### src/rtl/ahb_master_arbiter.sv
// ahb_master_arbiter: N-master HREADY grantor, one outstanding NONSEQ per master, fixed-priority or
// round-robin. Define AHB_ARB_TIMEOUT_EN to add the grant watchdog and its timeout_err pulse.
module ahb_master_arbiter #(
  parameter int NUM_MASTERS    = 3,
  parameter int ARB_MODE       = 0,
  parameter int TIMEOUT_CYCLES = 256,
  parameter int IDX_W          = $clog2(NUM_MASTERS)
) (
  input  logic                     HCLK,
  input  logic                     HRESET,
  input  logic [2*NUM_MASTERS-1:0] HTRANS,
  input  logic [NUM_MASTERS-1:0]   slave_done,
  output logic [NUM_MASTERS-1:0]   HREADY,
  output logic                     grant_valid,
  output logic [IDX_W-1:0]         grant_idx,
  output logic                     timeout_err,
  output logic                     o_dbg_state
);

  localparam logic [1:0] NONSEQ = 2'b10;

  typedef enum logic {S_IDLE = 1'b0, S_GRANT = 1'b1} state_t;

  state_t                 r_state, w_state_nxt;
  logic [NUM_MASTERS-1:0] r_pend, w_pend_nxt;
  logic [NUM_MASTERS-1:0] r_hready, w_hready_nxt;
  logic [IDX_W-1:0]       r_owner, w_owner_nxt;
  logic [IDX_W-1:0]       r_rr_last, w_rr_last_nxt;
  logic [IDX_W-1:0]       w_arb_idx, w_hi_idx, w_lo_idx;
  logic                   w_hi_found;
  logic                   r_timeout;
  logic                   w_owner_done, w_wd_expire, w_release, w_timeout;

  // Handshake: grant_valid high means HREADY holds exactly the owner's bit and grant_idx names it;
  // the grant ends only on the edge that samples slave_done[owner] (or a watchdog expiry).

  always_comb begin
    w_owner_done = 1'b0;
    for (int m = 0; m < NUM_MASTERS; m++) begin
      if (r_owner == IDX_W'(m)) w_owner_done = slave_done[m];
    end
  end

`ifdef AHB_ARB_TIMEOUT_EN
  localparam int WD_W = $clog2(TIMEOUT_CYCLES + 1);

  logic [WD_W-1:0] r_wd_cnt;

  // Held at zero while idle, so the first grant cycle always sees a count of zero.
  always_ff @(posedge HCLK or posedge HRESET) begin
    if (HRESET)                  r_wd_cnt <= '0;
    else if (r_state == S_GRANT) r_wd_cnt <= r_wd_cnt + 1'b1;
    else                         r_wd_cnt <= '0;
  end

  assign w_wd_expire = (r_state == S_GRANT) && (r_wd_cnt == WD_W'(TIMEOUT_CYCLES - 1));
`else
  logic w_unused_timeout_cfg;
  assign w_unused_timeout_cfg = ^TIMEOUT_CYCLES;
  assign w_wd_expire          = 1'b0;
`endif

  // A real completion outranks a coincident watchdog expiry.
  always_comb begin
    w_release = 1'b0;
    w_timeout = 1'b0;
    if (r_state == S_GRANT) begin
      if (w_owner_done) begin
        w_release = 1'b1;
      end else if (w_wd_expire) begin
        w_release = 1'b1;
        w_timeout = 1'b1;
      end
    end
  end

  // Descending scan leaves the lowest matching index; round-robin prefers indices above rr_last.
  always_comb begin
    w_hi_found = 1'b0;
    w_hi_idx   = '0;
    w_lo_idx   = '0;
    for (int m = NUM_MASTERS - 1; m >= 0; m--) begin
      if (r_pend[m]) begin
        if ((ARB_MODE == 1) && (IDX_W'(m) > r_rr_last)) begin
          w_hi_found = 1'b1;
          w_hi_idx   = IDX_W'(m);
        end else begin
          w_lo_idx = IDX_W'(m);
        end
      end
    end
    w_arb_idx = w_hi_found ? w_hi_idx : w_lo_idx;
  end

  always_comb begin
    w_pend_nxt = r_pend;
    for (int m = 0; m < NUM_MASTERS; m++) begin
      if (w_release && (r_owner == IDX_W'(m))) w_pend_nxt[m] = 1'b0;
      else if ((HTRANS[2*m +: 2] == NONSEQ) && !r_pend[m]) w_pend_nxt[m] = 1'b1;
    end
  end

  always_comb begin
    w_state_nxt   = r_state;
    w_owner_nxt   = r_owner;
    w_hready_nxt  = r_hready;
    w_rr_last_nxt = r_rr_last;
    case (r_state)
      S_IDLE: begin
        if (|r_pend) begin
          w_state_nxt  = S_GRANT;
          w_owner_nxt  = w_arb_idx;
          w_hready_nxt = NUM_MASTERS'(1) << w_arb_idx;
        end
      end
      S_GRANT: begin
        if (w_release) begin
          w_state_nxt   = S_IDLE;
          w_owner_nxt   = '0;
          w_hready_nxt  = '0;
          w_rr_last_nxt = r_owner;
        end
      end
      default: w_state_nxt = S_IDLE;
    endcase
  end

  always_ff @(posedge HCLK or posedge HRESET) begin
    if (HRESET) begin
      r_state   <= S_IDLE;
      r_pend    <= '0;
      r_hready  <= '0;
      r_owner   <= '0;
      r_rr_last <= IDX_W'(NUM_MASTERS - 1);
      r_timeout <= 1'b0;
    end else begin
      r_state   <= w_state_nxt;
      r_pend    <= w_pend_nxt;
      r_hready  <= w_hready_nxt;
      r_owner   <= w_owner_nxt;
      r_rr_last <= w_rr_last_nxt;
      r_timeout <= w_timeout;
    end
  end

  assign HREADY      = r_hready;
  assign grant_valid = (r_state == S_GRANT);
  assign grant_idx   = r_owner;
  assign timeout_err = r_timeout;
  assign o_dbg_state = (r_state == S_GRANT);

endmodule

### config.mk
export PLATFORM = sky130hd
export DESIGN_NAME = ahb_master_arbiter
export DESIGN_NICKNAME = d
export VERILOG_FILES = /design/src/rtl/ahb_master_arbiter.sv
export SDC_FILE = /design/constraint.sdc
export NUM_CORES = 1
export LEC_CHECK = 0
export BUFFER_PORTS_ARGS = -buffer_cell sky130_fd_sc_hd__buf_2
export CAP_MARGIN = 20
export CORE_AREA = 2 2 39 41
export DETAILED_ROUTE_END_ITERATION = 8
export DIE_AREA = 0 0 41 43
export GPL_TIMING_DRIVEN = 0
export HOLD_SLACK_MARGIN = 0.03
export PLACE_DENSITY = 0.56
export RECOVER_POWER = 25
export SYNTH_ARGS = -nofsm -noshare
export SYNTH_HDL_FRONTEND = slang
export SYNTH_SLANG_ARGS = --single-unit
export TNS_END_PERCENT = 1
### constraint.sdc
create_clock -name HCLK -period 1.88 [get_ports HCLK]
set_input_delay 0.376 -clock HCLK [delete_from_list [all_inputs] [get_ports HCLK]]
set_output_delay 0.376 -clock HCLK [all_outputs]
set_load 0.03 [all_outputs]
# After elaboration in Yosys (flattened, before gate mapping)
# Index checks and enable logic that the tools add are counted.
# word_totals
register_bits	9
latch_bits	0
mem_bits_rw	0
mem_bits_ro	0
out_inout_bits	8
mem_count	0
# op_classes
addsub	0
multipliers	0
div	0
order_cmp	0
n_eq_ne	7
shift	1
n_mux	23
n_bitwise	1
reduce_logical	15
# ops
operator	n
1-bit two-way mux	13
2-bit two-way mux	5
2-bit equality test (second input constant)	4
1-bit logical AND	6
3-bit two-way mux	2
3-bit case mux with 2 select lines	1
2-bit nonzero test	3
2-bit case mux with 2 select lines	1
1-bit zero test	3
3-bit OR reduction	1
1-bit by 2-bit left shift with 3-bit output (first input constant)	1
2-bit by 1-bit equality test with 1-bit output (second input constant)	1
2-bit zero test	1
2-bit by 1-bit inequality test with 1-bit output (second input constant)	1
2-bit inequality test (second input constant)	1
1-bit case mux with 2 select lines	1
2-bit AND reduction	1
1-bit NOT	1

# Depth between registers and ports, before layout
# Gate-level depths: netlist of run 1.
# depth
ltp_word	8
ltp_mapped	4

# Worst setup path before layout of run 1
# OpenSTA, ideal clock, no wires.
# synth_path
path_type	reg-to-reg
startpoint	reg r_owner[0], in the netlist grant_idx[0]
endpoint	reg r_owner[1], in the netlist grant_idx[1]
arrival_time_ns	1.080
path_slack_ns	0.679
path_stages_with_launch	4
n_path_buf	0
synth_period_minus_slack_ns	1.201
path_cell_list	dfrtp_1 nand2b_1 a21o_1 a22o_1
# synth_via
elab_chain_len	8
elab_cells_between_ends	10
# synth_rtl
item	line	source
start: declaration	27	logic [IDX_W-1:0] r_owner, w_owner_nxt;
start signal: assignment	140	r_owner <= w_owner_nxt;
2-bit zero test	40	if (r_owner == IDX_W'(m)) w_owner_done = slave_done[m];
1-bit two-way mux (2 in a row)	40	
1-bit two-way mux (*)	40	
1-bit two-way mux (*)	68	if (w_owner_done) begin
1-bit two-way mux (*)	67	if (r_state == S_GRANT) begin
2-bit by 1-bit inequality test with 1-bit output (no source line) (*)	--	
2-bit AND reduction (no source line) (*)	--	
# Every way passes the cells marked *; elsewhere a longest branch is shown, timed or not.
# A chain may end at the register's enable or synchronous reset.

# Worst setup path after layout of run 1
# layout_path
startpoint	reg r_state, in the netlist grant_valid
endpoint	out o_dbg_state
# layout_lines
item	line	source
start: declaration	24	state_t r_state, w_state_nxt;
start signal: assignment	137	r_state <= w_state_nxt;
end: declaration	17	output logic o_dbg_state
# No word-level cell between the ends.

==> results.sh, run 1 <==
export IMPL_status="finished clean"
export IMPL_fin_crit_ns=1.401
export IMPL_clk_latency_ns=0.27
export IMPL_setup_violations=0
export IMPL_wl_mm=1.047
export IMPL_avgSynthCellArea_um2=9.269
export IMPL_clk_path_buf_depth=2
export IMPL_drt_iter0_drc=4
export IMPL_synth_area_leaders="dfrtp_1 (50%), a21oi_1 (6.6%), inv_1 (5.0%), buf_4 (3.3%), mux2i_2 (3.0%)"
export IMPL_clkSinkCount=9
export IMPL_post_cts_setup_buffers=0
export IMPL_port_buffers=17
export IMPL_start_util_pct=32.82
export IMPL_post_route_period_util_pct=74.55
export IMPL_track_usage_pct=14.42
export IMPL_hpwlAfterDp_um=743.2
export IMPL_critPathKind="reg -> out"
export IMPL_max_vdd_ir_drop_mv=0.4993
export IMPL_slowest_delay_ns=0.44
export IMPL_die_w_um=41
export IMPL_clk_pin_slew_worst_paths_ns=0.06
export IMPL_synth_edff_count=0
export IMPL_drc_errors=0
export IMPL_cp_data_arrival_time_ns=1.03
export IMPL_routedWlPerCell_um=12.17
export IMPL_rsz0062_at_grt="no"
export IMPL_synth_cell_type_count=25
export IMPL_finalSetupTns_ns=0
export IMPL_drive_gt1_share_pct=35.71
export IMPL_syn2layout_area_growth_pct=28.93
export IMPL_grt_max_degree=11
export IMPL_fin_nets=82
export IMPL_num_vias=437
export IMPL_rows=14
export IMPL_slew_violations=0
export IMPL_yosysWarnings=0
export IMPL_die_area_um2=1763
export IMPL_yosysMostFrequentCell="dfrtp_1"
export IMPL_whs_ns=0.05381
export IMPL_seqCellArea_um2=225.2
export IMPL_path_cells="buf_4 -> buf_2"
export IMPL_crit_fanout=6
export IMPL_cts_buffers=3
export IMPL_ys_ff_latch=9
export IMPL_drv_cap=0
export IMPL_via_per_inst=5.081
export IMPL_finalHoldViolCount=0
export IMPL_cts_repair_resized=0
export IMPL_p_per_area_nw_per_um2=1662
export IMPL_hp_class="in -> async"
export IMPL_synthCells=49
export IMPL_setup_ws_ns=0.4785
export IMPL_design_portCount=19
export IMPL_firstDrtPassIters=4
export IMPL_grt_overflow_total=0
export IMPL_n_antenna_cell=0
export IMPL_netlist_top_cells_count="dfrtp_1 (9), a21oi_1 (6), inv_1 (6)"
export IMPL_max_freq_mhz=713.5
export IMPL_htreeDepth=1
export IMPL_seq_area_frac_synth_pct=49.59
export IMPL_cts_hold_buf=0
export IMPL_pre_cts_slack_ns=0.7104
export IMPL_cp_top_family="flip-flops"
export IMPL_synth_area_leader_cell="dfrtp_1"
export IMPL_ys_flop_type="dfrtp_1"
export IMPL_synth_top_area_share_pct=49.59
export IMPL_grt_pass1_wl_mm=1.656
export IMPL_ant_nets=0
export IMPL_async_flop_share_pct=100.0
export IMPL_p_leak_uw=0.0003038
export IMPL_crit_buf_inv=2
export IMPL_finClkSkew_ns=0.003728
export IMPL_required_ns=1.50
export IMPL_slowest_stage="dfrtp_1"
export IMPL_synth_fp_nets=60
export IMPL_crit_path_end_kind="output port"
export IMPL_start_kind="flop"
export IMPL_grt_pass1_vias=399
export IMPL_clockRootBuffer="clkbuf_4"
export IMPL_nFillCells=145
export IMPL_design_core_area_um2=1384
export IMPL_syn_area_um2=454.2
export IMPL_antenna_found_initial=0
export IMPL_gp_congestion=0.6711
export IMPL_cts_tree="yes"
export IMPL_die_h_um=43
export IMPL_multi_input_area_um2=182.7
==> sequential cells by signal (all words and copies together) (netlist names) <==
name and flops:
grant_valid 1, HREADY 3, grant_idx 2, r_pend 3
==> worst paths after layout <==
check	cells past startpoint	startpoint	endpoint	slack, ns
max	2	grant_valid$_DFF_PP0_	o_dbg_state	0.48
min	2	HRESET	grant_valid$_DFF_PP0_	0.05
max reg2reg	3	grant_idx[0]$_DFFE_PP0P_	HREADY[1]$_DFFE_PP0P_	0.72
min reg2reg	2	HREADY[2]$_DFFE_PP0P_	HREADY[2]$_DFFE_PP0P_	0.54
max in group asynchronous	2	HRESET	grant_idx[0]$_DFFE_PP0P_	1.57
min in group HCLK	2	slave_done[0]	r_pend[0]$_DFFE_PP0P_	0.32
==> report_power, final <==
group	total, uW	leakage [uW]	internal (uW)	switching (uW)
combinational	436	0.000180	166	270
clock	155	0.0000150	82.1	72.6
sequential	383	0.000109	271	111
total	973	0.000304	519	454
==> area by class of cell <==
type	instances	share of cell area (%)
Inverter	7	4.487
Buffer	3	3.419
Clock buffer	4	4.487
Timing Repair Buffer	17	14.53
Multi-Input combinational cell	30	31.20
Tap cell	16	3.419
Sequential cell	9	38.46
==> routing by layer <==
metal / vias up / global-route usage (%) / wire, um
li1: 213 / - / -
met1: 198 / 17.67 / 462
met2: 20 / 20.31 / 477
met3: 6 / 3.141 / 70
met4: 0 / 12.00 / 36
met5: - / 0 / 0
==> cells in the final DEF, fill, tap and decap left out <==
cell and n:
a21o_1 1, a21oi_1 6, a22o_1 1, a31oi_1 2, a32oi_1 1, a41oi_1 1, buf_2 18, buf_4 2
clkbuf_1 1, clkbuf_4 3, conb_1 1, dfrtp_1 9, inv_1 6, inv_2 1, mux2i_1 1, mux2i_2 1
nand2_1 3, nand2b_1 1, nand3_1 1, nand3b_1 1, nor2_1 2, nor3_1 1, nor4_1 1, o21ai_0 1
o21ai_1 2, o22ai_1 1, o32ai_1 1
==> per-stage QoR <==
step | total power (uW) | cells | instance area (um2) | utilization [%]
after detailed placement | 821.0 | 82 | 559.3 | 40.42
final | 973.1 | 86 | 585.6 | 42.31
after CTS | 979.3 | 86 | 585.6 | 42.31
after floorplan | 689.6 | 49 | 454.2 | -
after global placement | 814.7 | 82 | 559.3 | 40.42
after global routing | 1039 | 86 | 585.6 | 42.31
==> logic make-up after synthesis <==
group                  share of synthesized area, %
AND/OR/NAND/NOR                               10.74
multiplexers                                  5.234
other                                        0.8257
AO/OA/AOI/OAI                                 23.42
buffers and inverters                         10.19
flip-flops                                    49.59
No activity file was read; power rests on OpenSTA's default activity.
==> inputs of run 2 (changes only) <==
==> constraint.sdc (replaced) <==
create_clock -name HCLK -period 1.4 [get_ports HCLK]
set_input_delay 0.28 -clock HCLK [delete_from_list [all_inputs] [get_ports HCLK]]
set_output_delay 0.28 -clock HCLK [all_outputs]
set_load 0.03 [all_outputs]
==> results.sh, run 2 (same netlist as run 1, synthesis figures left out) <==
export IMPL_status="finished clean"
export IMPL_fin_nets=83
export IMPL_layout_common_cells="buf_2 (18), dfrtp_1 (9), inv_1 (6), a21oi_1 (6)"
export IMPL_critPathKind="reg -> out"
export IMPL_port_buffers=17
export IMPL_setup_ws_ns=0.09473
export IMPL_slowest_stage="dfrtp_1"
export IMPL_slowest_delay_ns=0.44
export IMPL_multi_input_area_um2=182.7
export IMPL_rsz0062_at_grt="no"
export IMPL_grt_pass1_vias=399
export IMPL_cts_tree="yes"
export IMPL_max_freq_mhz=766.1
export IMPL_die_area_um2=1763
export IMPL_grt_pass1_wl_mm=1.656
export IMPL_htreeDepth=1
export IMPL_design_portCount=19
export IMPL_cts_buffers=3
export IMPL_design_core_area_um2=1384
export IMPL_cp_data_arrival_time_ns=1.03
export IMPL_clkSinkCount=9
export IMPL_ant_nets=0
export IMPL_finClkSkew_ns=0.003690
export IMPL_drc_errors=0
export IMPL_track_usage_pct=14.42
export IMPL_die_w_um=41
export IMPL_clk_latency_ns=0.27
export IMPL_grt_max_degree=11
export IMPL_antenna_found_initial=0
export IMPL_fin_crit_ns=1.305
export IMPL_p_leak_uw=0.0003080
export IMPL_routedWlPerCell_um=12.16
export IMPL_syn2layout_area_growth_pct=31.13
export IMPL_setup_violations=0
export IMPL_wl_mm=1.058
export IMPL_drv_cap=0
export IMPL_start_util_pct=32.82
export IMPL_required_ns=1.12
export IMPL_via_per_inst=5.023
export IMPL_clockRootBuffer="clkbuf_4"
export IMPL_instances_no_fill=87
export IMPL_finalSetupTns_ns=0
export IMPL_cts_repair_resized=0
export IMPL_layout_commonest_cell="buf_2"
export IMPL_post_route_period_util_pct=93.23
export IMPL_crit_path_end_kind="output port"
export IMPL_clk_path_buf_depth=2
export IMPL_slew_violations=0
export IMPL_path_cells="buf_4 -> buf_2"
export IMPL_pre_cts_slack_ns=0.2304
export IMPL_rows=14
export IMPL_die_h_um=43
export IMPL_n_antenna_cell=0
export IMPL_drt_iter0_drc=4
export IMPL_max_vdd_ir_drop_mv=0.6704
export IMPL_gp_congestion=0.6711
export IMPL_firstDrtPassIters=4
export IMPL_finalHoldViolCount=0
export IMPL_nFillCells=144
export IMPL_hp_class="in -> reg"
export IMPL_crit_fanout=6
export IMPL_start_kind="flop"
export IMPL_drive_gt1_share_pct=35.21
export IMPL_place_inst=82
export IMPL_seqCellArea_um2=225.2
export IMPL_p_per_area_nw_per_um2=2197
export IMPL_hpwlAfterDp_um=743.2
export IMPL_num_vias=437
export IMPL_grt_overflow_total=0
export IMPL_clk_pin_slew_worst_paths_ns=0.06
==> run 2: cell types whose count changed in the layout (fill, tap and decap cells not counted) <==
cell,previous run,this run
dlygate4sd3_1,0,1
==> run 2: path summary, 6_finish.rpt <==
path | startpoint | end | slack (ns) | cells after the start
worst max-delay path | grant_valid$_DFF_PP0_ | o_dbg_state | 0.09 | 2
worst min-delay path | slave_done[0] | r_pend[0]$_DFFE_PP0P_ | 0.22 | 2
worst max register to register | grant_idx[0]$_DFFE_PP0P_ | HREADY[1]$_DFFE_PP0P_ | 0.24 | 3
worst min register to register | HREADY[2]$_DFFE_PP0P_ | HREADY[2]$_DFFE_PP0P_ | 0.54 | 2
max in group asynchronous | HRESET | grant_idx[0]$_DFFE_PP0P_ | 0.64 | 3
min in group asynchronous | HRESET | grant_valid$_DFF_PP0_ | 0.51 | 3
==> run 2: critical path, delay by kind of cell, from the launching register on <==
kind | cells | cell delay, ns
buffers and inverters | 2 | 0.31
DFF | 1 | 0.44
==> run 2: power breakdown <==
group	switching, uW	leakage, uW	total (uW)	internal [uW]
Clock	97.4	0.0000150	208	110
Combinational	362	0.000184	587	225
Sequential	150	0.000109	514	364
==> run 2: timing repair <==
action / in CTS / in global routing
setup buffers: 0 / 0
hold buffers: 1 / 0
endpoints found under the hold margin: 9 / 0
==> run 2: layout make-up <==
class | count | area share [%]
repair buffers | 18 | 15.97
inverters | 7 | 4.412
clock buffers | 4 | 4.412
multi-input cells | 30 | 30.67
plain buffers | 3 | 3.361
well taps | 16 | 3.361
flip-flops and latches | 9 | 37.82
==> run 2: metal layers <==
metal / track usage [%] / up-vias / part of all wire, %
li1: - / 214 / -
met1: 17.67 / 197 / 44
met2: 20.31 / 20 / 45
met3: 3.141 / 6 / 6.9
met4: 12.00 / 0 / 3.4
met5: 0 / - / 0
==> run 2: metrics by stage <==
step	hold WS [ns]	utilization, %	instance area [um2]	power, uW
floorplan	0.1079	-	454.2	926.0
global placement	0.2602	40.42	559.3	1094
detailed placement	0.2564	40.42	559.3	1103
CTS	0.2134	43.04	595.6	1317
global route	0.2193	43.04	595.6	1398
finish	0.2193	43.04	595.6	1309
==> inputs of run 3 (changes only) <==
--- a/config.mk
+++ b/config.mk
@@ -7,9 +7,9 @@
 export LEC_CHECK = 0
 export BUFFER_PORTS_ARGS = -buffer_cell sky130_fd_sc_hd__buf_2
 export CAP_MARGIN = 20
-export CORE_AREA = 2 2 39 41
+export CORE_AREA = 4 4 41 43
 export DETAILED_ROUTE_END_ITERATION = 8
-export DIE_AREA = 0 0 41 43
+export DIE_AREA = 0 0 45 47
 export GPL_TIMING_DRIVEN = 0
 export HOLD_SLACK_MARGIN = 0.03
 export PLACE_DENSITY = 0.56
==> constraint.sdc (replaced) <==
create_clock -name HCLK -period 1.5 [get_ports HCLK]
set_input_delay 0.3 -clock HCLK [delete_from_list [all_inputs] [get_ports HCLK]]
set_output_delay 0.3 -clock HCLK [all_outputs]
set_load 0.03 [all_outputs]
==> results.sh, run 3 (same netlist as run 1, synthesis figures left out) <==
export IMPL_clk_pin_slew_worst_paths_ns=0.07
export IMPL_layout_common_cells="buf_2 (18), dfrtp_1 (9), inv_1 (6), a21oi_1 (6)"
export IMPL_die_w_um=45
export IMPL_setup_violations=0
export IMPL_cts_tree="yes"
export IMPL_syn2layout_area_growth_pct=30.85
export IMPL_hpwlAfterDp_um=819
export IMPL_setup_ws_ns=0.1799
export IMPL_status="finished clean"
export IMPL_grt_overflow_total=0
export IMPL_ant_nets=0
export IMPL_finalSetupTns_ns=0
export IMPL_gp_congestion=0.7390
export IMPL_pre_cts_slack_ns=0.3552
export IMPL_fin_crit_ns=1.320
export IMPL_num_vias=431
export IMPL_grt_pass1_wl_mm=1.897
export IMPL_drive_gt1_share_pct=35.21
export IMPL_crit_buf_inv=2
export IMPL_crit_path_end_kind="output port"
export IMPL_grt_max_degree=11
export IMPL_p_leak_uw=0.0003080
export IMPL_finalHoldViolCount=0
export IMPL_rows=13
export IMPL_utilization_pct=45.67
export IMPL_firstDrtPassIters=4
export IMPL_routedWlPerCell_um=12.65
export IMPL_drt_iter0_drc=8
export IMPL_layout_commonest_cell="buf_2"
export IMPL_die_h_um=47
export IMPL_htreeDepth=1
export IMPL_start_util_pct=34.90
export IMPL_grt_pass1_vias=438
export IMPL_post_cts_setup_buffers=0
export IMPL_crit_fanout=6
export IMPL_whs_ns=0.2388
export IMPL_antenna_found_initial=0
export IMPL_max_freq_mhz=757.5
export IMPL_slowest_stage="dfrtp_1"
export IMPL_wl_mm=1.088
export IMPL_hp_class="in -> reg"
export IMPL_clkSinkCount=9
export IMPL_required_ns=1.20
export IMPL_post_route_period_util_pct=88.01
export IMPL_cp_data_arrival_time_ns=1.02
export IMPL_n_antenna_cell=0
export IMPL_rsz0062_at_grt="no"
export IMPL_slew_violations=0
export IMPL_design_core_area_um2=1301
export IMPL_finClkSkew_ns=0.003495
export IMPL_drv_cap=0
export IMPL_die_area_um2=2115
export IMPL_clk_latency_ns=0.27
export IMPL_clockRootBuffer="clkbuf_4"
export IMPL_port_buffers=17
export IMPL_design_portCount=19
export IMPL_clk_path_buf_depth=2
export IMPL_track_usage_pct=12.62
export IMPL_critPathKind="reg -> out"
export IMPL_cp_top_family="flip-flops"
export IMPL_p_per_area_nw_per_um2=2061
export IMPL_max_vdd_ir_drop_mv=0.8677
export IMPL_fin_nets=83
export IMPL_drc_errors=0
export IMPL_slowest_delay_ns=0.43
export IMPL_cts_buffers=3
export IMPL_via_per_inst=5.012
export IMPL_path_cells="buf_4 -> buf_2"
export IMPL_start_kind="flop"
==> run 3: cell counts in the layout (fill, tap and decap cells not counted) <==
No cell type changed its count.
==> run 3: final timing paths <==
| check | start | to | slack (ns) | depth (start not counted) |
|---|---|---|---|---|
| max in group asynchronous | HRESET | r_pend[2]$_DFFE_PP0P_ | 0.71 | 3 |
| min in group asynchronous | HRESET | grant_valid$_DFF_PP0_ | 0.53 | 3 |
| setup reg to reg | grant_idx[0]$_DFFE_PP0P_ | HREADY[1]$_DFFE_PP0P_ | 0.35 | 3 |
| hold reg to reg | HREADY[2]$_DFFE_PP0P_ | HREADY[2]$_DFFE_PP0P_ | 0.53 | 2 |
| setup / recovery | grant_valid$_DFF_PP0_ | o_dbg_state | 0.18 | 2 |
| hold / removal | slave_done[0] | r_pend[0]$_DFFE_PP0P_ | 0.24 | 2 |
==> run 3: final cells by class <==
type / instances / area (um2)
buffer: 3 / 20.02
clock buffer: 4 / 26.28
fill: 136 / 706.9
inverter: 7 / 26.28
multi-input combinational: 30 / 182.7
sequential: 9 / 225.2
tap: 15 / 18.77
timing repair buffer: 18 / 95.09
==> run 3: routing by layer <==
layer	vias up	part of all wire, %	GRT usage [%]
li1	217	-	-
met1	200	45	15.49
met2	12	48	19.77
met3	2	4.8	2.682
met4	0	1.8	8.772
met5	-	0	0
==> run 3: through the flow <==
step | instance area (um2) | power [uW] | cells
after floorplan | 454.2 | 864.3 | 49
after global placement | 558.0 | 1023 | 81
after detailed placement | 558.0 | 1031 | 81
after CTS | 594.3 | 1232 | 86
after global routing | 594.3 | 1326 | 86
final | 594.3 | 1225 | 86
==> run 3: where the power goes <==
part           switching [uW]  internal, uW  leakage [uW]
registers                 139           340      0.000109
clock network            97.2           103     0.0000150
logic                     335           210      0.000184
total                     572           653      0.000308
==> run 3: repair_timing <==
action	4_1_cts	5_1_grt
setup endpoints to repair	0	0
hold buffers	1	0
endpoints found under the hold margin	9	0
gates resized for setup	0	0
